--- config.mk ---
export PLATFORM = sky130hd
export DESIGN_NAME = interrupt_controller
export DESIGN_NICKNAME = d
export VERILOG_FILES = /design/src/rtl/interrupt_controller.sv
export SDC_FILE = /design/constraint.sdc
export NUM_CORES = 1
export LEC_CHECK = 0
export CORE_ASPECT_RATIO = 1.2
export CORE_MARGIN = 10
export CORE_UTILIZATION = 41
export DETAILED_ROUTE_END_ITERATION = 6
export PLACE_DENSITY_LB_ADDON = 0.1
export SLEW_MARGIN = 40
export SYNTH_ARGS = -nofsm -noshare
export SYNTH_HDL_FRONTEND = slang
export SYNTH_SLANG_ARGS = --single-unit
--- constraint.sdc ---
create_clock -name clk -period 2.1 [get_ports clk]
set_clock_uncertainty 0.15 [all_clocks]
set_input_delay 0.42 -clock clk [delete_from_list [all_inputs] [get_ports clk]]
set_output_delay 0.42 -clock clk [all_outputs]
set_load 0.03 [all_outputs]
--- src/rtl/interrupt_controller.sv ---
// ============================================================================
// Module      : interrupt_controller
// Description : Eight-level fixed-priority interrupt controller with
//               edge-latched requests, mask/in-service registers and an
//               INT/intack vector handshake.
// Revision    : 1.0 - initial release
// ============================================================================
`default_nettype none

module interrupt_controller #(
  parameter logic [15:0] VEC_BASE = 16'h0000
) (
  input  logic        clk,
  input  logic        rst_n,
  input  logic [7:0]  irq,
  input  logic        intack,
  output logic        INT,
  output logic [15:0] vector,
  input  logic        sel,
  input  logic        a0,
  input  logic        memwt,
  input  logic [15:0] wdata,
  output logic [15:0] rdata
);

  typedef enum logic [1:0] {
    IDLE = 2'd0,
    REQ  = 2'd1,
    ACK  = 2'd2
  } state_t;

  state_t     r_state;
  logic [7:0] r_irr;
  logic [7:0] r_imr;
  logic [7:0] r_isr;
  logic [7:0] r_irq_d;
  logic [2:0] r_lvl;
  logic       r_int;

  logic [7:0] w_isr_low;
  logic [7:0] w_allow;
  logic [7:0] w_cand;
  logic       w_found;
  logic [2:0] w_win;
  logic [7:0] w_rise;
  logic       w_ack;
  logic       w_eoi;
  logic       w_imr_wr;
  logic [7:0] w_ack_bits;
  logic [7:0] w_eoi_bits;
  logic [7:0] w_irr_next;
  logic [7:0] w_isr_next;
  logic       w_unused;

  // Only levels strictly above the highest-priority in-service level may
  // interrupt; with isr empty the subtraction wraps to all ones.
  assign w_isr_low = r_isr & (~r_isr + 8'd1);
  assign w_allow   = w_isr_low - 8'd1;
  assign w_cand    = r_irr & ~r_imr & w_allow;

  always_comb begin
    w_found = 1'b0;
    w_win   = 3'd0;
    for (int i = 7; i >= 0; i--) begin
      if (w_cand[i]) begin
        w_found = 1'b1;
        w_win   = 3'(i);
      end
    end
  end

  assign w_rise     = irq & ~r_irq_d;
  assign w_ack      = (r_state == REQ) && intack;
  assign w_eoi      = sel && memwt && a0;
  assign w_imr_wr   = sel && memwt && !a0;
  assign w_ack_bits = w_ack ? (8'b1 << r_lvl) : 8'h00;
  assign w_eoi_bits = w_eoi ? (8'b1 << wdata[2:0]) : 8'h00;

  // Sets are applied after clears so a coincident set always wins.
  assign w_irr_next = (r_irr & ~w_ack_bits) | w_rise;
  assign w_isr_next = (r_isr & ~w_eoi_bits) | w_ack_bits;

  assign w_unused = &{1'b0, wdata[15:8]};

  always_ff @(posedge clk or negedge rst_n) begin
    if (!rst_n) begin
      r_state <= IDLE;
      r_irr   <= 8'h00;
      r_imr   <= 8'hFF;
      r_isr   <= 8'h00;
      r_irq_d <= 8'h00;
      r_lvl   <= 3'd0;
      r_int   <= 1'b0;
    end else begin
      r_irq_d <= irq;
      r_irr   <= w_irr_next;
      r_isr   <= w_isr_next;
      if (w_imr_wr) begin
        r_imr <= wdata[7:0];
      end
      case (r_state)
        IDLE: begin
          if (w_found) begin
            r_lvl   <= w_win;
            r_state <= REQ;
            r_int   <= 1'b1;
          end
        end
        REQ: begin
          if (intack) begin
            r_state <= ACK;
            r_int   <= 1'b0;
          end
        end
        ACK: begin
          if (!intack) begin
            r_state <= IDLE;
          end
        end
        default: begin
          r_state <= IDLE;
          r_int   <= 1'b0;
        end
      endcase
    end
  end

  assign INT    = r_int;
  assign vector = (r_state != IDLE) ? (VEC_BASE + {13'd0, r_lvl}) : 16'h0000;
  assign rdata  = !sel ? 16'h0000 : (a0 ? {8'h00, r_irr} : {r_isr, r_imr});

endmodule

`default_nettype wire

==> out/results.tsv, run 1 <==
stage	metric	value	unit
status	status	finished clean	
final_layout	nets	280	
sta	post-route-min-period	2.07	ns
setup_path	crit_required	2.13	ns
sta	holdWs	0.271	ns
setup_path	cp-start-kind	register	
setup_path	cp.arrival	2.10	ns
global_route	grt_util_met1	0.130	
pwr	powerDensity	1050	nW/um^2
final_layout	final_util	0.580	
placed_design	dp_hpwl	3.88	mm
pwr	ir_drop	0.501	mV
sta	fin_ws	0.0254	ns
job	cap_violations	0	
global_route	grt_use_met3	0.0386	
final_layout	nFillCells	430	
detailed_routing	drc_errors	0	
clocking	htree_levels	2	
placed_design	place.gp.congestion	0.832	
sta	setup_violations	0	
clocking	cts_buffer_depth	2	
placed_design	place_inst	297	
sta	fin_crit_sh	0.988	
global_route	busiest_layer	met2	
sta	slew_viol_final	0	
floorplan	die_w	82.8	um
floorplan	rows	27	
global_route	use_met2	0.240	
sta	rsz0062_at_grt	yes	
sta	fmax	0.482	GHz
clocking	cts-buffers-inserted	5	
global_route	grt_pass1_vias	1637	
clocking	clk_latency	0.29	ns
final_layout	synthToLayoutAreaGrowth	37.4	%
placed_design	place_ws	-0.0387	ns
detailed_routing	first_iter_violations	73	
pwr	p_total	2.78	mW
clocking	cts.sinks	38	
global_route	grt_max_degree	21	
final_layout	layout_commonest_cell	dfrtp_1	
pwr	p_leak	1.26	nW
sta	hold_viol	0	
yosys	syn_area	1940	um^2
clocking	cts_tree	yes	
global_route	grt_overflow	0	
global_route	grt.total_usage	0.131	
min_path	hold_class	register to register	
global_route	antenna_found_initial	0	
final_layout	antenna_cells	0	
detailed_routing	vias	1524	
yosys	syn_area_per_cell	10.3	um^2
detailed_routing	ant_nets	0	
detailed_routing	wire_per_inst	16.0	um
detailed_routing	routed_wirelength	4.93	mm
detailed_routing	drtPass1Iterations	4	
clocking	cts.root.buffer_cell	clkbuf_8	
yosys	synth.distinct_cells	41	
final_layout	final_cell_mix	dfrtp_1, nand2_1, buf_4, clkdlybuf4s50_1, o21ai_0	
global_route	grt_pass1_wl	7.79	mm
yosys	yosysWarnings	0	
final_layout	drive_gt1_frac	0.299	
yosys	ys_seq_area_frac	0.496	
setup_path	path_max_fanout	4	
final_layout	fin_cells	309	
floorplan	core_area	4590	um^2
clocking	clkTransAtPathRegs	0.07	ns
setup_path	criticalPathCategory	register to register	
setup_path	endpoint_kind	register	
yosys	yosys_register_bits	38	
yosys	synth_cells	189	
floorplan	start_util	0.422	
detailed_routing	viasPerCell	4.93	
floorplan	io_pins	63	
placed_design	io_buffers	41	
floorplan	die_y	95.3	um
floorplan	die_area	7890	um^2
[stage by stage]
stage | TNS [ns] | area [um^2]
finish | 0 | 2660
global route | -0.167 | 2660
CTS | 0 | 2590
detailed placement | -0.278 | 2430
global placement | -0.174 | 2430
floorplan | 0 | 1980
[repair_timing]
action,CTS,global route
gates resized for setup,6,14
hold endpoints to repair,13,0
setup endpoints to repair,8,10
pin swaps,1,1
hold buffers,1,0
setup buffers,1,1
cloned,0,1
[logic make-up after synthesis]
kind of cell,count (synthesis),share of synthesized area
and+or+nand+nor,78,0.237
DFF,38,0.496
AOI/OAI and AO/OA,30,0.0943
buffers and inverters,24,0.0717
muxes,18,0.0994
other,1,0.00193
[final timing paths]
kind,from,endpoint,slack (ns),depth (start not counted)
max,r_isr[6],r_lvl[0],0.03,5
min,r_irq_d[7],r_irr[7],0.27,1
max reg2reg,r_isr[6],r_lvl[0],0.03,5
min reg2reg,r_irq_d[7],r_irr[7],0.27,1
max in group asynchronous,rst_n,r_imr[7],0.81,3
min in group asynchronous,rst_n,r_irq_d[2],0.45,2
[flip-flops by register name, summed over array words and instances, names as in the netlist]
| signal | cells |
|---|---|
| INT | 1 |
| r_imr | 8 |
| r_irq_d | 8 |
| r_irr | 8 |
| r_isr | 8 |
| r_lvl | 3 |
| r_state | 2 |
[power breakdown]
part,internal (mW),switching [mW],leakage [nW]
Sequential,0.911,0.142,0.428
Clock,0.507,0.260,0.0714
Combinational,0.473,0.492,0.765
Total,1.89,0.894,1.26
[worst max-delay path, stage by stage, from the launching register on]
cell and delay (ns):
dfrtp_1 0.41, or4b_4 0.57, a31oi_4 0.17, o21ai_1 0.12
a21boi_2 0.20, mux2_2 0.35
[area by class of cell]
| cell class | count | area (um^2) | share of cell area |
|---|---|---|---|
| sequential | 38 | 961 | 0.361 |
| clock buffer | 6 | 82.6 | 0.0310 |
| clock inverter | 2 | 60.1 | 0.0226 |
| multi-input combinational | 139 | 915 | 0.344 |
| inverter | 8 | 30.0 | 0.0113 |
| tap | 58 | 72.6 | 0.0273 |
| timing repair buffer | 58 | 542 | 0.203 |
[metal layers]
layer	up-vias	wire (um)
li1	743	-
met1	733	1850
met2	39	2700
met3	9	257
met4	0	124
met5	-	0
[synth_stat cells (all sizes together)]
master,number,area share
nor4b,1,0.0045
a21o,1,0.0045
mux2,10,0.058
nor3b,2,0.014
a21oi,3,0.0077
and4b,1,0.0052
or3b,2,0.0090
nand3,3,0.0077
nand2b,5,0.016
mux2i,8,0.041
dfstp,8,0.11
nand2,24,0.046
nor3,3,0.010
a31oi,1,0.0032
inv,8,0.015
nand4,1,0.0032
a211oi,1,0.0039
nand3b,1,0.0039
and2,8,0.026
nor2,5,0.0097
clkbuf,3,0.0058
a21boi,3,0.014
o21ai,17,0.044
nor2b,15,0.048
o32a,1,0.0058
or4b,1,0.0052
or2b,1,0.0039
conb,1,0.0019
buf,13,0.050
and3b,1,0.0052
and2b,1,0.0045
or4,1,0.0058
nor4,1,0.0032
dfrtp,30,0.39
o21bai,1,0.0039
nand4b,1,0.0045
o31ai,2,0.0077
(Power assumes the default switching activity.)
==> run 2: changes to the inputs <==
--- a/config.mk
+++ b/config.mk
@@ -8,6 +8,7 @@
 export CORE_ASPECT_RATIO = 1.2
 export CORE_MARGIN = 10
 export CORE_UTILIZATION = 41
+export CTS_CLUSTER_SIZE = 12
 export DETAILED_ROUTE_END_ITERATION = 6
 export PLACE_DENSITY_LB_ADDON = 0.1
 export SLEW_MARGIN = 40
==> results of run 2 <==
The final DEF is identical to that of run 1; final timing and power are the same.
==> run 3: changes to the inputs <==
--- a/config.mk
+++ b/config.mk
@@ -5,7 +5,7 @@
 export SDC_FILE = /design/constraint.sdc
 export NUM_CORES = 1
 export LEC_CHECK = 0
-export CORE_ASPECT_RATIO = 1.2
+export CORE_ASPECT_RATIO = 1.25
 export CORE_MARGIN = 10
 export CORE_UTILIZATION = 41
 export CTS_CLUSTER_SIZE = 12
==> run 3 against run 2 <==
  * The flow now finishes with violations (negative setup slack)
  * Power decreased by 9.8%
  * Hold slack improved by 0.0084 ns
  * Critical path depth unchanged
==> out/results.tsv, run 3 (synthesized netlist as in run 1, its figures left out) <==
stage	metric	value	unit	change
status	status	finished, violations left		was finished clean
status	violations	negative setup slack		
floorplan	die_area	7890	um^2	about the same
placed_design	io_buffers	41		unchanged
clocking	cts_hold_buf	0		was 1
placed_design	place_inst	298		was 297
sta	rsz0062_at_grt	yes		unchanged
final_layout	drive_gt1_frac	0.283		was 0.299
sta	holdWs	0.280	ns	was 0.271 ns
sta	fmax	0.470	GHz	was 0.482 GHz
floorplan	die_w	81.5	um	was 82.8 um
final_layout	synthToLayoutAreaGrowth	34.3	%	was 37.4%
floorplan	rows	27		unchanged
setup_path	cp.arrival	2.15	ns	was 2.10 ns
final_layout	fin_cells	309		unchanged
detailed_routing	drc_errors	0		unchanged
global_route	grt_overflow	0		unchanged
clocking	cts_tree	yes		unchanged
clocking	cts-buffers-inserted	5		unchanged
placed_design	dp_hpwl	3.84	mm	was 3.88 mm
detailed_routing	wire_per_inst	16.3	um	was 16.0 um
min_path	hold_class	register to register		unchanged
setup_path	crit_required	2.12	ns	was 2.13 ns
setup_path	rr_startpoint	r_isr[1]		was r_isr[6]
floorplan	start_util	0.431		was 0.422
detailed_routing	viasPerCell	5.01		was 4.93
clocking	cts_buffer_depth	2		unchanged
setup_path	reg2reg_to	r_lvl[0]		unchanged
detailed_routing	ant_nets	0		unchanged
placed_design	place_area	2470	um^2	was 2430 um^2
clocking	cts.sinks	38		unchanged
final_layout	final_util	0.580		about the same
detailed_routing	first_iter_violations	128		was 73
setup_path	slowest_delay	0.57	ns	about the same
detailed_routing	vias	1549		was 1524
final_layout	final_cell_mix	dfrtp_1, buf_4, nand2_1, clkdlybuf4s50_1, o21ai_0		was dfrtp_1, nand2_1, buf_4, clkdlybuf4s50_1, o21ai_0
floorplan	die_y	96.9	um	was 95.3 um
clocking	cts.root.buffer_cell	clkbuf_8		unchanged
final_layout	fin_area	2600	um^2	was 2660 um^2
placed_design	place_ws	-0.257	ns	was -0.0387 ns
pwr	p_total	2.51	mW	was 2.78 mW
min_path	min_from	r_irq_d[4]		was r_irq_d[7]
pwr	ir_drop	0.429	mV	was 0.501 mV
final_layout	nets	280		unchanged
final_layout	layout_commonest_cell	dfrtp_1		unchanged
setup_path	cp-start-kind	register		unchanged
min_path	hold_depth	1		unchanged
setup_path	path_max_fanout	3		was 4
min_path	hold_end	r_irr[4]		was r_irr[7]
sta	post-route-min-period	2.13	ns	was 2.07 ns
setup_path	rrSetupSlack	-0.03	ns	was 0.03 ns
global_route	grt_pass1_vias	1642		was 1637
setup_path	criticalPathCategory	register to register		unchanged
clocking	clkTransAtPathRegs	0.07	ns	about the same
setup_path	rr_worst_depth	5		unchanged
global_route	antenna_found_initial	0		unchanged
placed_design	place.gp.congestion	0.848		was 0.832
setup_path	critPathSlowestCell	or4_4		was or4b_4
global_route	grt_max_degree	39		was 21
floorplan	core_area	4490	um^2	was 4590 um^2
detailed_routing	drtPass1Iterations	4		unchanged
sta	fin_ws	-0.0277	ns	was 0.0254 ns
setup_path	path_cells	or4_4, nor3b_4, nor3_2, a21boi_2, mux2_4		was or4b_4, a31oi_4, o21ai_1, a21boi_2, mux2_2
final_layout	nFillCells	411		was 430
final_layout	antenna_cells	0		unchanged
sta	setup_violations	2		was 0
global_route	grt.total_usage	0.129		was 0.131
sta	hold_viol	0		unchanged
sta	setup_tns	-0.0455	ns	was 0 ns
global_route	grt_pass1_wl	8.01	mm	was 7.79 mm
clocking	clk_latency	0.29	ns	about the same
detailed_routing	routed_wirelength	5.04	mm	was 4.93 mm
setup_path	endpoint_kind	register		unchanged
pwr	p_leak	1.25	nW	was 1.26 nW
job	cap_violations	0		unchanged
sta	fin_crit_sh	1.01		was 0.988
floorplan	io_pins	63		unchanged
clocking	htree_levels	2		unchanged
pwr	powerDensity	964	nW/um^2	was 1050 nW/um^2
sta	slew_viol_final	0		unchanged
-- run 3: worst max-delay path by stage --
| stage | from | end | slack (ns) | cells past startpoint |
|---|---|---|---|---|
| final | r_isr[1] | r_lvl[0] | -0.03 | 5 |
| after global routing | r_isr[0] | r_lvl[0] | -0.11 | 5 |
| after CTS | r_isr[2] | r_lvl[0] | -0.01 | 5 |
| after detailed placement | sel | rdata[9] | -0.26 | 4 |
| after global placement | sel | rdata[9] | -0.24 | 4 |
| after floorplan | r_isr[1] | r_lvl[0] | 0.07 | 5 |
-- run 3: repair_timing --
item / in CTS / in global routing
hold endpoints to repair: 0 / 0
setup endpoints to repair: 21 / 12
cloned: 1 / 1
gates resized for setup: 9 / 3
pin swaps: 1 / 3
buffers inserted: 2 / 0
-- run 3: final cells by class --
| class | instances | area [um^2] | area share |
|---|---|---|---|
| clock buffers | 7 | 86.3 | 0.0332 |
| multi-input cells | 140 | 910 | 0.349 |
| clock inverters | 1 | 5.00 | 0.00192 |
| flip-flops and latches | 38 | 961 | 0.369 |
| repair buffers | 57 | 539 | 0.207 |
| well taps | 58 | 72.6 | 0.0279 |
| inverters | 8 | 30.0 | 0.0115 |
-- run 3: critical path: cells and delay by family (launching register included) --
kind            cells  cell delay, ns
flops               1            0.41
simple gates        3            0.91
compound gates      1            0.23
mux                 1            0.33
-- run 3: where the power goes --
part / switching, mW / internal [mW] / total, mW
logic: 0.481 / 0.464 / 0.945
clock network: 0.246 / 0.265 / 0.511
registers: 0.143 / 0.911 / 1.05
total: 0.870 / 1.64 / 2.51
-- run 3: routing by layer --
metal | share of wire | vias up | track usage
met5 | 0 | - | 0
met4 | 0.0081 | 0 | 0.0398
met3 | 0.079 | 4 | 0.0416
met2 | 0.53 | 52 | 0.226
met1 | 0.38 | 751 | 0.140
li1 | - | 742 | -
